File: config.mk
export PLATFORM = sky130hd
export DESIGN_NAME = fix_query_arbiter_flat
export DESIGN_NICKNAME = d
export VERILOG_FILES = /design/src/rtl/fix_query_arbiter_if.sv /design/src/rtl/fix_query_arbiter.sv /design/src/flat_wrapper.sv
export SDC_FILE = /design/constraint.sdc
export NUM_CORES = 1
export LEC_CHECK = 0
export CAP_MARGIN = 5
export CORE_AREA = 2 2 288 290
export CTS_CLUSTER_DIAMETER = 40
export CTS_CLUSTER_SIZE = 25
export DETAILED_ROUTE_END_ITERATION = 16
export DIE_AREA = 0 0 290 292
export GPL_ROUTABILITY_DRIVEN = 0
export PLACE_DENSITY = 0.47
export REMOVE_ABC_BUFFERS = 1
export SETUP_SLACK_MARGIN = 0.02
export SLEW_MARGIN = 20
export SYNTH_ARGS = -nofsm -noshare
export SYNTH_HDL_FRONTEND = slang
export SYNTH_SLANG_ARGS = --single-unit
File: constraint.sdc
create_clock -name clk -period 1.8 [get_ports clk]
set_input_delay 0.18 -clock clk [delete_from_list [all_inputs] [get_ports clk]]
set_output_delay 0.18 -clock clk [all_outputs]
set_load 0.01 [all_outputs]
File: src/rtl/fix_query_arbiter_if.sv
// Host query ports and parser read-path signals shared by the FIX query arbiter.
interface fix_query_arbiter_if #(
    parameter int unsigned NUM_REQ     = 4,
    parameter int unsigned TAG_WIDTH   = 32,
    parameter int unsigned NUM_MESSAGE = 10,
    parameter int unsigned VALUE_WIDTH = 256
);
    // Host side
    logic [NUM_REQ-1:0]             req_valid_i;
    logic [NUM_REQ*TAG_WIDTH-1:0]   req_tag_i;
    logic [NUM_REQ*NUM_MESSAGE-1:0] req_msg_i;
    logic [NUM_REQ-1:0]             req_ready_o;
    logic [NUM_REQ-1:0]             rsp_valid_o;
    logic                           rsp_hit_o;
    logic [VALUE_WIDTH-1:0]         rsp_value_o;
    logic                           busy_o;

    // Parser side
    logic [TAG_WIDTH-1:0]           find_tag_o;
    logic [NUM_MESSAGE-1:0]         message_num_o;
    logic                           read_message_o;
    logic [VALUE_WIDTH-1:0]         value_i;
    logic                           value_valid_i;
    logic                           empty_i;

    // Environment view: drives requests and parser results
    modport master (
        output req_valid_i, req_tag_i, req_msg_i, value_i, value_valid_i, empty_i,
        input  req_ready_o, rsp_valid_o, rsp_hit_o, rsp_value_o, busy_o,
               find_tag_o, message_num_o, read_message_o
    );

    // Arbiter view
    modport slave (
        input  req_valid_i, req_tag_i, req_msg_i, value_i, value_valid_i, empty_i,
        output req_ready_o, rsp_valid_o, rsp_hit_o, rsp_value_o, busy_o,
               find_tag_o, message_num_o, read_message_o
    );
endinterface

File: src/rtl/fix_query_arbiter.sv
// Round-robin arbiter sharing the FIX parser tag-search / value read path among host query ports.
module fix_query_arbiter #(
    parameter int unsigned NUM_REQ     = 4,
    parameter int unsigned TAG_WIDTH   = 32,
    parameter int unsigned NUM_MESSAGE = 10,
    parameter int unsigned VALUE_WIDTH = 256,
    parameter int unsigned TIMEOUT     = 15
) (
    input  logic              clk,
    input  logic              rst,
    fix_query_arbiter_if.slave bus
);
    localparam int unsigned IDX_W = (NUM_REQ > 1) ? $clog2(NUM_REQ) : 1;
    localparam int unsigned CNT_W = 8;

    typedef enum logic [1:0] {
        S_IDLE,
        S_ISSUE,
        S_WAIT,
        S_RESP
    } state_t;

    state_t                  state_q;
    state_t                  state_d;
    logic [IDX_W-1:0]        ptr_q;
    logic [IDX_W-1:0]        owner_q;
    logic [IDX_W-1:0]        winner_c;
    logic [IDX_W-1:0]        ptr_next_c;
    logic                    any_req_c;
    logic                    timeout_c;
    logic [CNT_W-1:0]        cnt_q;
    logic [TAG_WIDTH-1:0]    tag_q;
    logic [NUM_MESSAGE-1:0]  msg_q;
    logic                    hit_q;
    logic [VALUE_WIDTH-1:0]  value_q;

    // First pending requester at or after the pointer, scanning upward with wrap
    always_comb begin
        logic [IDX_W-1:0] idx;
        idx       = '0;
        winner_c  = '0;
        any_req_c = 1'b0;
        for (int unsigned i = 0; i < NUM_REQ; i++) begin
            idx = IDX_W'((32'(ptr_q) + i) % NUM_REQ);
            if (!any_req_c && bus.req_valid_i[idx]) begin
                any_req_c = 1'b1;
                winner_c  = idx;
            end
        end
    end

    assign ptr_next_c = IDX_W'((32'(winner_c) + 32'd1) % NUM_REQ);
    assign timeout_c  = (cnt_q == CNT_W'(TIMEOUT - 1));

    // State register
    always_ff @(posedge clk) begin
        if (rst) begin
            state_q <= S_IDLE;
        end else begin
            state_q <= state_d;
        end
    end

    // Next state and state-decoded strobes
    always_comb begin
        state_d            = state_q;
        bus.req_ready_o    = '0;
        bus.read_message_o = 1'b0;
        bus.rsp_valid_o    = '0;
        bus.busy_o         = (state_q != S_IDLE);
        case (state_q)
            S_IDLE: begin
                if (any_req_c) begin
                    bus.req_ready_o[winner_c] = 1'b1;
                    state_d = bus.empty_i ? S_RESP : S_ISSUE;
                end
            end
            S_ISSUE: begin
                bus.read_message_o = 1'b1;
                state_d            = S_WAIT;
            end
            S_WAIT: begin
                if (bus.value_valid_i || timeout_c) begin
                    state_d = S_RESP;
                end
            end
            S_RESP: begin
                bus.rsp_valid_o[owner_q] = 1'b1;
                state_d                  = S_IDLE;
            end
            default: state_d = S_IDLE;
        endcase
    end

    // Query capture, pointer advance, wait counter and response latch
    always_ff @(posedge clk) begin
        if (rst) begin
            ptr_q   <= '0;
            owner_q <= '0;
            cnt_q   <= '0;
            tag_q   <= '0;
            msg_q   <= '0;
            hit_q   <= 1'b0;
            value_q <= '0;
        end else begin
            case (state_q)
                S_IDLE: begin
                    if (any_req_c) begin
                        ptr_q   <= ptr_next_c;
                        owner_q <= winner_c;
                        tag_q   <= bus.req_tag_i[32'(winner_c) * TAG_WIDTH +: TAG_WIDTH];
                        msg_q   <= bus.req_msg_i[32'(winner_c) * NUM_MESSAGE +: NUM_MESSAGE];
                        if (bus.empty_i) begin
                            hit_q   <= 1'b0;
                            value_q <= '0;
                        end
                    end
                end
                S_ISSUE: begin
                    cnt_q <= '0;
                end
                S_WAIT: begin
                    // A valid arriving on the timeout cycle still counts as a hit
                    if (bus.value_valid_i) begin
                        hit_q   <= 1'b1;
                        value_q <= bus.value_i;
                    end else if (timeout_c) begin
                        hit_q   <= 1'b0;
                        value_q <= '0;
                    end else begin
                        cnt_q <= cnt_q + CNT_W'(1);
                    end
                end
                default: ;
            endcase
        end
    end

    assign bus.find_tag_o    = tag_q;
    assign bus.message_num_o = msg_q;
    assign bus.rsp_hit_o     = hit_q;
    assign bus.rsp_value_o   = value_q;
endmodule

File: src/flat_wrapper.sv
// flat-port wrapper written by rule: the top's interface ports become plain ports
module fix_query_arbiter_flat 
#(
    parameter int unsigned NUM_REQ     = 4,
    parameter int unsigned TAG_WIDTH   = 32,
    parameter int unsigned NUM_MESSAGE = 10,
    parameter int unsigned VALUE_WIDTH = 256,
    parameter int unsigned TIMEOUT     = 15
)
  (clk, rst, bus_req_valid_i, bus_req_tag_i, bus_req_msg_i, bus_value_i, bus_value_valid_i, bus_empty_i, bus_req_ready_o, bus_rsp_valid_o, bus_rsp_hit_o, bus_rsp_value_o, bus_busy_o, bus_find_tag_o, bus_message_num_o, bus_read_message_o);
  fix_query_arbiter_if #(.NUM_REQ(NUM_REQ), .TAG_WIDTH(TAG_WIDTH), .NUM_MESSAGE(NUM_MESSAGE), .VALUE_WIDTH(VALUE_WIDTH)) bus_i ();
  input  logic clk;
  input  logic rst;
  input wire logic [$bits(bus_i.req_valid_i)-1:0] bus_req_valid_i;
  input wire logic [$bits(bus_i.req_tag_i)-1:0] bus_req_tag_i;
  input wire logic [$bits(bus_i.req_msg_i)-1:0] bus_req_msg_i;
  input wire logic [$bits(bus_i.value_i)-1:0] bus_value_i;
  input wire logic [$bits(bus_i.value_valid_i)-1:0] bus_value_valid_i;
  input wire logic [$bits(bus_i.empty_i)-1:0] bus_empty_i;
  output wire logic [$bits(bus_i.req_ready_o)-1:0] bus_req_ready_o;
  output wire logic [$bits(bus_i.rsp_valid_o)-1:0] bus_rsp_valid_o;
  output wire logic [$bits(bus_i.rsp_hit_o)-1:0] bus_rsp_hit_o;
  output wire logic [$bits(bus_i.rsp_value_o)-1:0] bus_rsp_value_o;
  output wire logic [$bits(bus_i.busy_o)-1:0] bus_busy_o;
  output wire logic [$bits(bus_i.find_tag_o)-1:0] bus_find_tag_o;
  output wire logic [$bits(bus_i.message_num_o)-1:0] bus_message_num_o;
  output wire logic [$bits(bus_i.read_message_o)-1:0] bus_read_message_o;
  assign bus_i.req_valid_i = bus_req_valid_i;
  assign bus_i.req_tag_i = bus_req_tag_i;
  assign bus_i.req_msg_i = bus_req_msg_i;
  assign bus_i.value_i = bus_value_i;
  assign bus_i.value_valid_i = bus_value_valid_i;
  assign bus_i.empty_i = bus_empty_i;
  assign bus_req_ready_o = bus_i.req_ready_o;
  assign bus_rsp_valid_o = bus_i.rsp_valid_o;
  assign bus_rsp_hit_o = bus_i.rsp_hit_o;
  assign bus_rsp_value_o = bus_i.rsp_value_o;
  assign bus_busy_o = bus_i.busy_o;
  assign bus_find_tag_o = bus_i.find_tag_o;
  assign bus_message_num_o = bus_i.message_num_o;
  assign bus_read_message_o = bus_i.read_message_o;
  fix_query_arbiter #(.NUM_REQ(NUM_REQ), .TAG_WIDTH(TAG_WIDTH), .NUM_MESSAGE(NUM_MESSAGE), .VALUE_WIDTH(VALUE_WIDTH), .TIMEOUT(TIMEOUT)) u_core (.clk(clk), .rst(rst), .bus(bus_i));
endmodule
==> out/results.ini <==
[setup_path]
path_class=register to primary output
start_kind=register
arrival_ps=1900
path_cells=nand2b_4 > nand2_2 > a221oi_2 > nand2_1 > nor2_1 > buf_2
reg2reg_slack_ps=-260
cp-endpoint=bus_req_ready_o[3]
cp-startpoint=u_core.ptr_q[0]$_SDFFE_PP0P_
cp_max_fo=5
critical_path_required_ps=1620
critical-path-slowest-cell=dfxtp_4
r2r_start=u_core.state_q[0]$_SDFFE_PP0P_
max_stage_delay_ps=360
rr_worst_depth=12
timing.rr.end=u_core.bus.rsp_value_o[128]$_SDFFE_PP0P_
end_kind=primary output

[global_route]
overflow=0
grt_max_degree=173
grt_pass1_wl_mm=117
grtUsageTotal_pct=18.0
antenna_found_initial=10
grt_pass1_vias=18000

[logic_synthesis]
synth-main-ff-cell=dfxtp_1
ys_warn_count=0
synth_edf_count=0
ys_seq_area_share_pct=43.7
synth_cells=1732
synth_most_common_cell=dfxtp_1
syn_area_um2=14300
yosys.area.top_type_share_pct=43.7
ys_ff_latch=313
synth_top_cell_by_area=dfxtp_1
synth.top_cells.by_count=313 x dfxtp_1, 284 x o21ai_0, 265 x nand2b_1
synthArstFlopShare_pct=0
netlist_top_cells_area=dfxtp_1 44%, nand2b_1 12%, o21ai_0 9.9%, nand3_1 9.1%, a21boi_0 4.2%
synth_cell_types=43
syn_avg_cell_area_um2=8.27

[clock_tree]
cts.htree.levels=3
cts_sinks=313
clk-insertion-delay-late_ps=610
root_buffer=clkbuf_16
numCtsBuffers=79
clock_path_buffers=3
clk_pin_slew_ps=50
cts_tree=yes

[drt]
drt_iter0_markers=616
ant_nets=0
drc=0
via_count=16900
wl_per_cell_um=21.7
vias_per_cell=4.47
wl_mm=82.0
first_pass_iters=5

[layout]
area_growth_pct=123
n_antenna_cell=0
num-nets-final=3085
final_area_um2=32000
ff_latch_area_um2=6280
final_layout_size_suffix_gt1_share_pct=32.6
n_fill_cell=7860
multiInputGateArea_um2=9760

[hold_path]
worstHoldStart=bus_value_i[147]
hold_path.class=primary input to register

[floorplan]
initial_core_util_pct=17.6
num_rows=105
io_pins=741
die_w_um=290
core_area_um2=81600
die_area_um2=84700
die_y_um=292

[power_and_ir_drop]
power.clock.fraction_pct=32.8
switchingPower_mw=15.9
internal_power_mw=30.3
ir_worst_vdd_v=0.000786
power_mw=46.2
p_seq_share_pct=17.8
swShare_pct=34.4
power_density_nw_per_um2=1440
p_comb_share_pct=49.4
leakagePower_nw=11.7

[outcome]
status=finished with violations
violations=negative setup slack

[sta]
period_share_pct=115
final-hold-violation-count=0
rsz0062_at_grt=true
period_needed_ps=2080
slew_headroom_pct=41.4
drv_slew=0
worst_slack_ps=-275
worst-slew-pin-transition_ps=879
fin_skew_ps=44.3
fmax_mhz=482
setup_violations=296

[place]
dpl.hpwl_mm=49.3
port_buffers=740
placed_area_um2=23500
pre_cts_ws_ps=-651

[flow_run]
max-cap-violations=0

==> layout by cell type (no fill, tap or decap), types with 40 or more instances in the layout <==
master	instances
a21boi_0	68
nand3_2	193
nor2b_1	41
clkdlybuf4s50_1	681
and3_1	72
buf_4	71
buf_16	40
buf_12	67
nand3_1	40
o21ai_2	112
dfxtp_1	307
and2_4	40
a21oi_1	44
nand2b_1	261
o21ai_1	156
clkbuf_16	100
==> worst max-delay path: cells and delay by family, from the launching register on <==
family / cells / cell delay, ps
buffers and inverters: 1 / 150
AND/OR/NAND/NOR: 4 / 500
flip-flops: 1 / 360
AO/OA/AOI/OAI: 1 / 290
==> per-stage QoR <==
stage / std cells / TNS (ps) / util (%) / hold WS (ps)
5_1_grt: 3780 / -65400 / 39.3 / 99.6
6_report: 3780 / -41180 / 39.3 / 129
4_1_cts: 3772 / -51650 / 37.7 / 69.2
2_1_floorplan: 1560 / -2217710 / - / 249
3_3_place_gp: 3483 / -117500 / 28.7 / 455
3_5_place_dp: 3483 / -128550 / 28.7 / 460
==> timing repair <==
action	4_1_cts	5_1_grt
setup buffers	81	31
resized for setup	682	421
cloned	66	25
hold buffers	1	0
endpoints found under the hold margin	5	0
setup endpoints to repair	338	327
pin swaps	237	204
==> how the worst min path moves through the flow <==
stage,end,slack [ps],cells after the start
final,u_core.bus.rsp_value_o[147]$_SDFFE_PP0P_,130,3
after global routing,u_core.bus.rsp_value_o[147]$_SDFFE_PP0P_,100,3
after CTS,u_core.bus.rsp_value_o[12]$_SDFFE_PP0P_,70,3
after detailed placement,u_core.bus.rsp_value_o[117]$_SDFFE_PP0P_,460,2
after global placement,u_core.bus.rsp_value_o[133]$_SDFFE_PP0P_,450,2
after floorplan,u_core.bus.find_tag_o[0]$_SDFFE_PP0P_,250,1
==> state kept, by name, indices dropped and copies added (netlist names) <==
register,cells
u_core.state_q,2
u_core.bus.rsp_value_o,256
u_core.bus.message_num_o,10
u_core.bus.find_tag_o,32
u_core.bus.rsp_hit_o,1
u_core.cnt_q,8
u_core.ptr_q,2
u_core.owner_q,2
==> final cells by class <==
cell class,count,share of cell area (%)
repair buffers,1006,36.8
multi-input cells,1242,30.5
flip-flops and latches,313,19.6
clock buffers,107,7.03
well taps,1070,4.18
clock inverters,37,1.87
inverters,5,0.0664
==> power by group through the flow <==
stage               sequential, mW  combinational (mW)  clock, mW
floorplan                     8.31                3.19          0
global placement              8.21                10.5          0
detailed placement            8.26                10.5          0
CTS                           8.19                22.2       15.5
global route                  8.29                23.9       15.9
finish                        8.21                22.8       15.2
==> metal layers <==
layer | up-vias | track usage, % | wire length [µm]
li1 | 7942 | - | -
met1 | 8106 | 19.4 | 31200
met2 | 667 | 31.8 | 40200
met3 | 186 | 6.65 | 7130
met4 | 10 | 7.57 | 3370
met5 | - | 0 | 60
==> cells by family (layout without fill, tap and decap cells) <==
group / count (synthesis) / count (layout) / share of synthesized area [%]
AO/OA/AOI/OAI: 480 / 480 / 19.7
XOR/XNOR: 7 / 7 / 0.428
adder cells (fa/ha/maj): 6 / 6 / 0.524
buffers and inverters: 177 / 1155 / 5.73
flip-flops: 313 / 313 / 43.7
multiplexers: 3 / 3 / 0.218
AND/OR/NAND/NOR: 746 / 746 / 29.7
Power figures use the tool's default switching activity.
